[src/rtl/ex_pkg.sv]
// Shared encodings and payload types for the execute stage.
package ex_pkg;

    localparam int unsigned W         = 16;
    localparam int unsigned W1        = W + 1;
    localparam int unsigned MUL_ITERS = 16;
    localparam int unsigned CNT_W     = $clog2(MUL_ITERS);
    localparam int unsigned SH_W      = $clog2(W);
    localparam int unsigned OP_W      = 4;

    localparam logic [OP_W-1:0] OP_ADD   = 4'd0;
    localparam logic [OP_W-1:0] OP_SUB   = 4'd1;
    localparam logic [OP_W-1:0] OP_AND   = 4'd2;
    localparam logic [OP_W-1:0] OP_OR    = 4'd3;
    localparam logic [OP_W-1:0] OP_XOR   = 4'd4;
    localparam logic [OP_W-1:0] OP_NOT   = 4'd5;
    localparam logic [OP_W-1:0] OP_SLL   = 4'd6;
    localparam logic [OP_W-1:0] OP_SRL   = 4'd7;
    localparam logic [OP_W-1:0] OP_SRA   = 4'd8;
    localparam logic [OP_W-1:0] OP_MUL   = 4'd9;
    localparam logic [OP_W-1:0] OP_MULH  = 4'd10;
    localparam logic [OP_W-1:0] OP_SLT   = 4'd11;
    localparam logic [OP_W-1:0] OP_PASSB = 4'd12;
    localparam logic [OP_W-1:0] OP_NOP   = 4'd13;

    localparam logic [1:0] IDLE  = 2'd0;
    localparam logic [1:0] MBUSY = 2'd1;
    localparam logic [1:0] MDONE = 2'd2;

    // Memory/regfile control carried alongside each op
    typedef struct packed {
        logic         readMem;
        logic         writeMem;
        logic [W-1:0] dataIn;
        logic [1:0]   quarter;
        logic         write;
    } ctl_t;

    typedef struct packed {
        logic [W-1:0] result;
        logic         zero;
        logic         neg;
        logic         carry;
        logic         ovf;
    } alu_out_t;

    function automatic logic isMulOp(input logic [OP_W-1:0] op);
        return (op == OP_MUL) || (op == OP_MULH);
    endfunction

endpackage

[src/rtl/ex_mul16.sv]
// Iterative unsigned shift-add multiplier: one partial product per cycle, LSB first.
module ex_mul16
    import ex_pkg::*;
(
    input  logic           clk,
    input  logic           rst,
    input  logic           kill,
    input  logic           start,
    input  logic [W-1:0]   a,
    input  logic [W-1:0]   b,
    output logic           busy,
    output logic           done,
    output logic [2*W-1:0] prod
);

    localparam int unsigned IW = $clog2(MUL_ITERS) + 1;

    logic [W-1:0]  mcand;
    logic [IW-1:0] iter;
    logic [W:0]    partial;

    // Upper half plus multiplicand when the current multiplier bit (prod[0]) is set
    always_comb begin
        partial = {1'b0, prod[2*W-1:W]} + (prod[0] ? {1'b0, mcand} : '0);
    end

    always_ff @(posedge clk or posedge rst) begin
        if (rst) begin
            mcand <= '0;
            prod  <= '0;
            iter  <= '0;
            busy  <= 1'b0;
            done  <= 1'b0;
        end else begin
            done <= 1'b0;
            if (kill) begin
                busy <= 1'b0;
            end else if (start) begin
                mcand <= a;
                prod  <= {W'(0), b};
                iter  <= IW'(MUL_ITERS);
                busy  <= 1'b1;
            end else if (busy) begin
                prod <= {partial, prod[W-1:1]};
                iter <= iter - IW'(1);
                if (iter == IW'(1)) begin
                    busy <= 1'b0;
                    done <= 1'b1;
                end
            end
        end
    end

endmodule

[src/rtl/ex_stage.sv]
// Execute stage: single-cycle ALU plus an FSM wrapping the iterative multiplier.
module ex_stage
    import ex_pkg::*;
(
    input  logic            clk,
    input  logic            rst,
    input  logic            in_valid,
    input  logic [W-1:0]    readData0,
    input  logic [W-1:0]    readData1,
    input  logic [OP_W-1:0] ALUOp,
    input  logic            ReadMem,
    input  logic            WriteMem,
    input  logic [W-1:0]    DataIn,
    input  logic [1:0]      quarter,
    input  logic            write,
    input  logic            flush,
    output logic            stall,
    output logic            out_valid,
    output logic [W-1:0]    result,
    output logic            zero,
    output logic            neg,
    output logic            carry,
    output logic            ovf,
    output logic            o_ReadMem,
    output logic            o_WriteMem,
    output logic [W-1:0]    o_DataIn,
    output logic [1:0]      o_quarter,
    output logic            o_write
);

    logic [1:0]       state, stateN;
    logic [CNT_W-1:0] count, countN;
    logic             stallN, outValidN;
    alu_out_t         aluOut, outQ, outN;
    ctl_t             inCtl, ctlQ, ctlN, mulCtl, mulCtlN;
    logic             mulHigh, mulHighN;
    logic             mulStart, mulBusy, mulDone;
    logic [2*W-1:0]   mulProd;
    logic [W-1:0]     mulRes;
    logic [SH_W-1:0]  shamt;
    logic [W:0]       sum;
    logic             accept;

    assign accept = in_valid && !stall && !flush;
    assign shamt  = readData1[SH_W-1:0];
    assign mulRes = mulHigh ? mulProd[2*W-1:W] : mulProd[W-1:0];

    always_comb begin
        inCtl.readMem  = ReadMem;
        inCtl.writeMem = WriteMem;
        inCtl.dataIn   = DataIn;
        inCtl.quarter  = quarter;
        inCtl.write    = write;
    end

    // Combinational ALU; carry/ovf only meaningful for ADD/SUB, NOP codes force all flags low
    always_comb begin
        aluOut = '0;
        sum    = '0;
        case (ALUOp)
            OP_ADD: begin
                sum           = {1'b0, readData0} + {1'b0, readData1};
                aluOut.result = sum[W-1:0];
                aluOut.carry  = sum[W];
                aluOut.ovf    = (readData0[W-1] == readData1[W-1]) && (sum[W-1] != readData0[W-1]);
            end
            OP_SUB: begin
                sum           = {1'b0, readData0} + {1'b0, ~readData1} + W1'(1);
                aluOut.result = sum[W-1:0];
                aluOut.carry  = sum[W];
                aluOut.ovf    = (readData0[W-1] != readData1[W-1]) && (sum[W-1] != readData0[W-1]);
            end
            OP_AND:   aluOut.result = readData0 & readData1;
            OP_OR:    aluOut.result = readData0 | readData1;
            OP_XOR:   aluOut.result = readData0 ^ readData1;
            OP_NOT:   aluOut.result = ~readData0;
            OP_SLL:   aluOut.result = readData0 << shamt;
            OP_SRL:   aluOut.result = readData0 >> shamt;
            OP_SRA:   aluOut.result = W'($signed(readData0) >>> shamt);
            OP_SLT:   aluOut.result = W'($signed(readData0) < $signed(readData1));
            OP_PASSB: aluOut.result = readData1;
            default:  aluOut.result = '0;
        endcase
        if (ALUOp < OP_NOP) begin
            aluOut.zero = (aluOut.result == '0);
            aluOut.neg  = aluOut.result[W-1];
        end
    end

    ex_mul16 u_mul (
        .clk   (clk),
        .rst   (rst),
        .kill  (flush),
        .start (mulStart),
        .a     (readData0),
        .b     (readData1),
        .busy  (mulBusy),
        .done  (mulDone),
        .prod  (mulProd)
    );

    // Next-state and registered-output values
    always_comb begin
        stateN    = state;
        countN    = count;
        stallN    = stall;
        outValidN = 1'b0;
        outN      = outQ;
        ctlN      = ctlQ;
        mulCtlN   = mulCtl;
        mulHighN  = mulHigh;
        mulStart  = 1'b0;

        if (flush) begin
            stateN = IDLE;
            stallN = 1'b0;
        end else begin
            case (state)
                MBUSY: begin
                    if (count != '0) begin
                        countN = count - CNT_W'(1);
                    end else if (mulDone && !mulBusy) begin
                        stateN      = MDONE;
                        stallN      = 1'b0;
                        outValidN   = 1'b1;
                        outN.result = mulRes;
                        outN.zero   = (mulRes == '0);
                        outN.neg    = mulRes[W-1];
                        outN.carry  = 1'b0;
                        outN.ovf    = 1'b0;
                        ctlN        = mulCtl;
                    end
                end
                // IDLE and MDONE both accept; stall is already low in MDONE
                default: begin
                    stateN = IDLE;
                    if (accept) begin
                        if (isMulOp(ALUOp)) begin
                            stateN   = MBUSY;
                            stallN   = 1'b1;
                            countN   = CNT_W'(MUL_ITERS - 1);
                            mulStart = 1'b1;
                            mulCtlN  = inCtl;
                            mulHighN = (ALUOp == OP_MULH);
                        end else begin
                            outValidN = 1'b1;
                            outN      = aluOut;
                            ctlN      = inCtl;
                        end
                    end
                end
            endcase
        end
    end

    always_ff @(posedge clk or posedge rst) begin
        if (rst) begin
            state     <= IDLE;
            count     <= '0;
            stall     <= 1'b0;
            out_valid <= 1'b0;
            outQ      <= '0;
            ctlQ      <= '0;
            mulCtl    <= '0;
            mulHigh   <= 1'b0;
        end else begin
            state     <= stateN;
            count     <= countN;
            stall     <= stallN;
            out_valid <= outValidN;
            outQ      <= outN;
            ctlQ      <= ctlN;
            mulCtl    <= mulCtlN;
            mulHigh   <= mulHighN;
        end
    end

    assign result     = outQ.result;
    assign zero       = outQ.zero;
    assign neg        = outQ.neg;
    assign carry      = outQ.carry;
    assign ovf        = outQ.ovf;
    assign o_ReadMem  = ctlQ.readMem;
    assign o_WriteMem = ctlQ.writeMem;
    assign o_DataIn   = ctlQ.dataIn;
    assign o_quarter  = ctlQ.quarter;
    assign o_write    = ctlQ.write;

endmodule

[config.mk]
export PLATFORM = sky130hd
export DESIGN_NAME = ex_stage
export DESIGN_NICKNAME = d
export VERILOG_FILES = /design/src/rtl/ex_pkg.sv /design/src/rtl/ex_mul16.sv /design/src/rtl/ex_stage.sv
export SDC_FILE = /design/constraint.sdc
export NUM_CORES = 1
export LEC_CHECK = 0
export CORE_MARGIN = 3
export CORE_UTILIZATION = 48
export CTS_CLUSTER_DIAMETER = 100
export CTS_CLUSTER_SIZE = 14
export DETAILED_ROUTE_END_ITERATION = 10
export DONT_BUFFER_PORTS = 1
export REMOVE_ABC_BUFFERS = 1
export SETUP_SLACK_MARGIN = 0.05
export SLEW_MARGIN = 25
export SYNTH_ARGS = -nofsm -noshare
export SYNTH_HDL_FRONTEND = slang
export SYNTH_SLANG_ARGS = --single-unit
[constraint.sdc]
create_clock -name clk -period 5.9 [get_ports clk]
set_clock_uncertainty 0.1 [all_clocks]
set_input_delay 0.59 -clock clk [delete_from_list [all_inputs] [get_ports clk]]
set_output_delay 0.59 -clock clk [all_outputs]
set_load 0.01 [all_outputs]
==> impl_metrics.toml, run 1 <==
[synthesis]
ys_async_sr_fraction = 1.000
ys_ff_latch = 126
synth-edff-count = 0
synth_top_area_frac = 0.2950
ys_types = 85
syn_inst = 1333
yosysWarnings = 0
synthTopCellsByArea = "dfrtp_1 30%, nand2_1 9.4%, ha_1 8.5%, nor2_1 4.1%, mux4_2 4.0%"
ys_seq_area_frac = 0.2950
netlist_area_sq_mm = 0.01069
yosys.area.top_type = "dfrtp_1"
syn_avg_cell_area_sq_um = 8.018
synthFlopType = "dfrtp_1"

[floorplanning]
fp.coreArea_sq_mm = 0.02142
std_cell_rows = 53
die_area_sq_mm = 0.02409
die_w_microns = 155.2
num_io_pins = 104
initial_utilization = 0.4990
die_h_microns = 155.2

[sta]
timing.hold.ws_ns = 0.1540
tightest_slew_ns = 0.9168
relSlewSlack = 0.3888
setup_tns_ns = 0
fmax_ghz = 0.2667
fin_crit_ns = 3.749
rsz0062_at_grt = "no"
setup_viol = 0
finalCritPeriodShare = 0.6354
finalHoldViolCount = 0
slew_viol_final = 0

[routing]
first_iter_violations = 810
drt_wl_total_mm = 36.40
antenna_left = 0
via_count = 9957
vias_per_cell = 6.375
wl_per_cell_microns = 23.30
drc_errors = 0
first_pass_iters = 5

[critical_path]
cp-end-kind = "flop"
path_cells = "and2_1 > ha_1 > a21o_1 > a21o_1 > a2111oi_0 > nor3_1 > o31ai_1 > o21ai_0 > xor2_1 > nand2_1 > a21oi_1"
crit_path_frequent_cell = "a21o_1"
cp.required_ns = 6.06
cp_slowest_cell = "dfrtp_1"
r2r_start = "u_mul.prod[0]"
path_class = "reg2reg"
cp-start-kind = "flop"
critPathMaxStageDelay_ns = 0.67
critPathMaxFanout = 18
rr_endpoint = "u_mul.prod[30]"
ff2ff_path_depth = 11
ff2ff_setup_slack_ns = 2.15
cp-startpoint = "u_mul.prod[0]"
arrival_ns = 3.91

[global_route]
grt_start_max_net_pins = 75
grt_pass1_wl_mm = 56.32
antenna_found_initial = 1
grt_util_all_layers = 0.2980
grt_overflow = 0
grt_pass1_vias = 9477

[layout]
n_antenna_cell = 0
fillCellCount = 2044
nets = 1411
final_common_cell = "nand2_1"
layout_common_cells = "266 x nand2_1, 126 x dfrtp_1, 116 x nor2_1, 73 x ha_1"
drive_gt1_frac = 0.08003
synthToLayoutAreaGrowth_pct = 6.872

[placed_design]
port_buffers = 0
place_congestion = 0.9684
dp_hpwl_mm = 26.81

[flow_run]
max_cap_viol_count = 0

[clock_network]
postCtsSetupBuffers = 0
clk_pin_slew_ns = 0.07
numCtsBuffers = 17
cts_tree = "done"
cts_resized = 0
htreeDepth = 4
cts_root_buf = "clkbuf_16"
clk_path_buf_depth = 2
clock_latency_ns = 0.42
cts_sinks = 126

[run_status]
outcome = "complete, no violations"

[worst_hold_path]
min_path_type = "in2reg"
min_delay_worst_endpoint = "state[1]"
hold_depth = 1
min_from = "flush"

[pwr]
p_leak_nw = 5.197
p_per_area_mw_per_mm2 = 332.5
vdd_ir_drop_max_mv = 0.2176
cell usage after synthesis (10+ instances only):
| cell | number |
|---|---|
| o21ai_0 | 56 |
| mux2i_1 | 22 |
| mux4_2 | 19 |
| nand2_1 | 267 |
| nor3_1 | 27 |
| xor2_1 | 10 |
| nor2b_1 | 17 |
| nor2_1 | 116 |
| buf_2 | 15 |
| inv_1 | 62 |
| nor4_1 | 11 |
| o211ai_1 | 20 |
| or3_1 | 11 |
| nand2b_1 | 11 |
| a21oi_1 | 61 |
| nand4_1 | 12 |
| xnor2_1 | 14 |
| mux2_2 | 12 |
| nand3_1 | 24 |
| a31oi_1 | 44 |
| ha_1 | 73 |
| dfrtp_1 | 126 |
| clkbuf_1 | 71 |
| a211oi_1 | 16 |
| and2_1 | 22 |
critical path: cells and delay by family, from the launching register on:
kind / cells / cell delay (ns)
AOI/OAI and AO/OA: 6 / 1.88
DFF: 1 / 0.67
and+or+nand+nor: 3 / 0.53
adders and majority gates: 1 / 0.25
xor gates and xnor gates: 1 / 0.17
registers in the layout, summed over array words and instances, names as in the netlist, 2 cells and up:
register and flops:
result 16, u_mul.mcand 16, mulCtl 21, o_quarter 2, count 4, u_mul.iter 5, state 2, u_mul.prod 32
o_DataIn 16
routing by layer:
metal  global-route usage  share of wire
met1               0.4051           0.42
met2               0.4630           0.45
met3              0.07510          0.088
met4               0.1075          0.035
met5                    0        0.00044
cells by family (layout without fill, tap and decap cells):
logic type                 count (synthesis)  in the layout  synth area share
AOI/OAI and AO/OA                        329            329            0.2108
DFF                                      126            126            0.2950
buffers and inverters                    157            111           0.05830
and+or+nand+nor                          565            565            0.2444
xor gates and xnor gates                  24             24           0.01967
muxes                                     56             56           0.08066
adders and majority gates                 76             76           0.09108
how the worst max path moves through the flow:
stage / depth (start not counted) / slack, ns / endpoint
6_report: 11 / 2.15 / u_mul.prod[30]
5_1_grt: 11 / 1.90 / u_mul.prod[30]
4_1_cts: 11 / 2.19 / u_mul.prod[28]
3_5_place_dp: 11 / 1.98 / zero
3_3_place_gp: 11 / 2.03 / zero
2_1_floorplan: 1 / 1.85 / carry
final cells by class:
type,instances,area (sq um),share of cell area
clock inverters,15,172.7,0.01512
well taps,275,344.1,0.03012
inverters,63,241.5,0.02114
flip-flops and latches,126,3153,0.2760
repair buffers,16,135.1,0.01183
clock buffers,17,425.4,0.03724
multi-input cells,1050,6950,0.6085
per-stage QoR:
| stage | std cells | cell area [sq um] | power (W) | utilization | setup slack, ns |
|---|---|---|---|---|---|
| global placement | 1528 | 10790 | 0.002697 | 0.5037 | 2.032 |
| floorplan | 1239 | 10300 | 0.002363 | - | 1.854 |
| detailed placement | 1528 | 10790 | 0.002719 | 0.5039 | 1.980 |
| finish | 1562 | 11420 | 0.003798 | 0.5333 | 2.151 |
| global route | 1562 | 11420 | 0.004071 | 0.5333 | 1.904 |
| CTS | 1561 | 11400 | 0.003819 | 0.5323 | 2.188 |
power by group:
part           internal [W]  total (W)  switching (W)
logic              0.000505    0.00118       0.000674
registers           0.00120    0.00154       0.000334
clock network      0.000637    0.00108       0.000445
total               0.00234    0.00380        0.00145
timing repair:
item,CTS,global route
endpoints found under the setup margin,0,0
endpoints found under the hold margin,52,0
hold buffers,1,0
(Power assumes the default switching activity.)
==> run 2, diff against run 1 <==
- clock period: 5.9 -> 3.7 ns (I/O delays scaled with it)
==> impl_metrics.toml, run 2 (synthesis results as in run 1) <==
[clock_network]
htreeDepth = 4
clk_path_buf_depth = 2
cts_sinks = 126
cts_root_buf = "clkbuf_16"
clock_latency_ns = 0.42
numCtsBuffers = 17
clk_pin_slew_ns = 0.07
postCtsSetupBuffers = 0
cts_tree = "done"

[routing]
first_iter_violations = 1077
drc_errors = 0
vias_per_cell = 6.449
drt_wl_total_mm = 38.02
wl_per_cell_microns = 23.69
via_count = 10350
antenna_left = 0
first_pass_iters = 8

[layout]
fillCellCount = 2048
fin_util = 0.5521
nets = 1452
final_common_cell = "nand2_1"
largest-register = "u_mul.prod"
drive_gt1_frac = 0.09111
largest_reg_flops = 32
synthToLayoutAreaGrowth_pct = 10.65
reg.largest.list = "u_mul.prod: 32 flops, mulCtl: 21 flops"
layout_common_cells = "266 x nand2_1, 126 x dfrtp_1, 116 x nor2_1, 73 x ha_1"

[sta]
fin_crit_ns = 3.326
finalHoldViolCount = 0
slew_viol_final = 0
fmax_ghz = 0.3006
tightest_slew_ns = 0.9694
relSlewSlack = 0.3538
setup_tns_ns = 0
setup_viol = 0
timing.hold.ws_ns = 0.01083
rsz0062_at_grt = "yes"
finalCritPeriodShare = 0.8990

[critical_path]
cp.required_ns = 3.89
path_cells = "and2_1 > ha_1 > fa_1 > a21o_1 > a21oi_1 > o21ai_0 > a31oi_1 > a21oi_1 > a221oi_2 > nor2b_1 > o41a_1"
critPathMaxStageDelay_ns = 0.52
cp_slowest_cell = "dfrtp_1"
path_class = "reg2reg"
cp-end-kind = "flop"
arrival_ns = 3.52
crit_path_frequent_cell = "a21oi_1"
cp-start-kind = "flop"
critPathMaxFanout = 18

[worst_hold_path]
min_path_type = "in2reg"

[placed_design]
dp_hpwl_mm = 27.69
port_buffers = 0
place_congestion = 1.012

[floorplanning]
initial_utilization = 0.4990
num_io_pins = 104
die_w_microns = 155.2
std_cell_rows = 53
die_area_sq_mm = 0.02409
die_h_microns = 155.2
fp.coreArea_sq_mm = 0.02142

[pwr]
p_leak_nw = 5.399
p_per_area_mw_per_mm2 = 522.9
total_power_w = 0.006184
vdd_ir_drop_max_mv = 0.3472

[flow_run]
max_cap_viol_count = 0

[run_status]
outcome = "complete, no violations"

[global_route]
grt_pass1_vias = 9881
antenna_found_initial = 2
grt_pass1_wl_mm = 58.89
grt_overflow = 0
grt_util_all_layers = 0.3142
grt_start_max_net_pins = 98
[run 2: report_power, final]
part / internal [W] / total, W / leakage, nW / switching [W]
Combinational: 0.000837 / 0.00196 / 3.54 / 0.00113
Sequential: 0.00192 / 0.00245 / 1.55 / 0.000530
Clock: 0.00109 / 0.00177 / 0.308 / 0.000680
Total: 0.00385 / 0.00618 / 5.40 / 0.00234
[run 2: area by class of cell]
cell class              count  area, sq um  share of cell area
multi-input cells        1050         6969              0.5893
flip-flops and latches    126         3153              0.2666
repair buffers             57        493.0             0.04168
clock buffers              18        439.2             0.03714
well taps                 275        344.1             0.02909
inverters                  63        241.5             0.02042
clock inverters            14        181.4             0.01534
diodes                      2        5.005           0.0004232
[run 2: timing repair]
item	in CTS	in global routing
gates resized for setup	0	2
hold buffers	24	2
setup endpoints to repair	0	4
hold endpoints to repair	136	2
[run 2: through the flow]
stage	setup WS, ns	instance area (sq um)	std cells
finish	0.3739	11830	1605
global route	0.02852	11820	1603
CTS	0.2850	11780	1601
detailed placement	0.2510	10920	1545
global placement	0.2454	10920	1545
floorplan	-0.2583	10300	1239
[run 2: path summary, 6_finish.rpt]
path                               start        endpoint  slack [ns]  depth (start not counted)
setup / recovery           u_mul.prod[0]  u_mul.prod[31]        0.37                         11
hold / removal                DataIn[12]    o_DataIn[12]        0.01                          2
setup reg to reg           u_mul.prod[0]  u_mul.prod[31]        0.37                         11
hold reg to reg                mulCtl[0]       mulCtl[0]        0.37                          2
max in group asynchronous            rst       result[2]        2.19                          3
min in group asynchronous            rst   u_mul.iter[2]        0.55                          2
[run 2: critical path: cells and delay by family, from the launching register on]
family	cells	cell delay, ns
AND/OR/NAND/NOR	2	0.33
adder cells (fa/ha/maj)	2	0.63
flip-flops	1	0.52
AO/OA/AOI/OAI	7	1.61
[run 2: layer usage]
metal  global-route usage  vias to the layer above  part of all wire  routed length, microns
li1                     -                     4772                 -                       -
met1               0.4312                     4979              0.42                   16150
met2               0.4753                      511              0.44                   16740
met3              0.08206                       88             0.095                    3625
met4               0.1251                        0             0.039                    1501
met5                    0                        -                 0                       0
==> run 3, diff against run 2 <==
- CAP_MARGIN: not set -> 40
==> impl_metrics.toml, run 3 (synthesis results as in run 1) <==
[placed_design]
place_congestion = 1.012
dp_slack_ns = 0.2353
dp_hpwl_mm = 27.75
port_buffers = 0
placed_cell_area_sq_mm = 0.01097
dp.cells = 1549

[pwr]
p_leak_nw = 5.368
vdd_ir_drop_max_mv = 0.3214
p_per_area_mw_per_mm2 = 506.4

[routing]
first_pass_iters = 5
drc_errors = 0
first_iter_violations = 1029
antenna_left = 0
drt_wl_total_mm = 38.09
via_count = 10350
vias_per_cell = 6.441
wl_per_cell_microns = 23.70

[global_route]
grt_overflow = 0
antenna_found_initial = 0
grt_util_all_layers = 0.3143
grt_start_max_net_pins = 71
grt_pass1_wl_mm = 58.95
grt_pass1_vias = 9795

[sta]
finalCritPeriodShare = 0.9126
setup_ws_ns = 0.3234
rsz0062_at_grt = "no"
slew_viol_final = 0
finalHoldViolCount = 0
relSlewSlack = 0.4398
setup_viol = 0
fin_crit_ns = 3.377
tightest_slew_ns = 0.8386
fmax_ghz = 0.2962

[clock_network]
numCtsBuffers = 17
postCtsSetupBuffers = 0
htreeDepth = 4
clk_pin_slew_ns = 0.06
cts_tree = "done"
cts_sinks = 126
clock_latency_ns = 0.42
clk_path_buf_depth = 2
cts_root_buf = "clkbuf_16"

[critical_path]
critPathMaxFanout = 18
cp-end-kind = "flop"
cp_slowest_cell = "a2111oi_1"
cp-start-kind = "flop"
crit_path_frequent_cell = "a21o_1"
arrival_ns = 3.61
path_cells = "and2_1 > ha_1 > a21o_1 > a21o_1 > a2111oi_1 > nor3_1 > o31ai_1 > o21ai_0 > xnor2_1 > nand2_1 > a21oi_1"
cp_top_family = "compound AO/OA/AOI/OAI gates"
critical_path_depth = 11
crit_buf_inv = 0
critPathMaxStageDelay_ns = 0.62
ff2ff_path_depth = 11
path_class = "reg2reg"
cp.required_ns = 3.93

[floorplanning]
initial_utilization = 0.4990
die_area_sq_mm = 0.02409
std_cell_rows = 53
die_w_microns = 155.2
fp.coreArea_sq_mm = 0.02142
num_io_pins = 104
die_h_microns = 155.2

[layout]
stdcell_count = 1607
n_antenna_cell = 0
reg.largest.list = "u_mul.prod: 32 flops, mulCtl: 21 flops"
final_common_cell = "nand2_1"
nets = 1457
drive_gt1_frac = 0.09309
layout_common_cells = "266 x nand2_1, 125 x dfrtp_1, 116 x nor2_1, 73 x ha_1"
largest_reg_flops = 32
fin_util = 0.5500
synthToLayoutAreaGrowth_pct = 10.22
largest-register = "u_mul.prod"
final_area_sq_mm = 0.01178

[run_status]
outcome = "complete, no violations"

[flow_run]
max_cap_viol_count = 0

[worst_hold_path]
hold_depth = 2
min_path_type = "in2reg"
==> run 3: final timing paths <==
kind                                   to           from  slack [ns]
max                        u_mul.prod[28]  u_mul.prod[0]        0.32
min                           o_DataIn[1]      DataIn[1]        0.02
max reg2reg                u_mul.prod[28]  u_mul.prod[0]        0.32
min reg2reg                    mulCtl[15]     mulCtl[15]        0.38
max in group asynchronous  u_mul.mcand[2]            rst        2.27
min in group asynchronous     o_DataIn[8]            rst        0.38
==> run 3: routing by layer <==
layer,wire length (microns),up-vias,global-route usage
li1,-,4768,-
met2,16940,500,0.4869
met3,3545,84,0.07288
met1,16320,4998,0.4364
met4,1288,0,0.1038
met5,0,-,0
==> run 3: stage by stage <==
stage                     setup TNS (ns)  hold WS, ns  total power, W
after floorplan                   -24.86       0.3418        0.003768
after global placement                 0       0.3575        0.004347
after detailed placement               0       0.1915        0.004387
after CTS                              0     0.002637        0.005976
after global routing                   0      0.01839        0.006383
final                                  0      0.01899        0.005966
==> run 3: timing repair <==
action / 4_1_cts / 5_1_grt
setup endpoints to repair: 0 / 4
hold endpoints to repair: 93 / 0
resized for setup: 0 / 3
hold buffers: 26 / 0
==> run 3: cell type report <==
cell class / instances / area (sq um)
timing repair buffer: 62 / 553.0
multi-input combinational: 1050 / 6955
sequential: 126 / 3154
fill: 2031 / 9639
inverter: 63 / 241.5
tap: 275 / 344.1
clock buffer: 19 / 442.9
clock inverter: 12 / 88.84
==> run 3: power by group <==
part	switching [W]	total, W	internal (W)	leakage (nW)
logic	0.00113	0.00197	0.000841	3.57
clock network	0.000668	0.00154	0.000873	0.252
registers	0.000534	0.00245	0.00192	1.55
total	0.00233	0.00597	0.00363	5.37
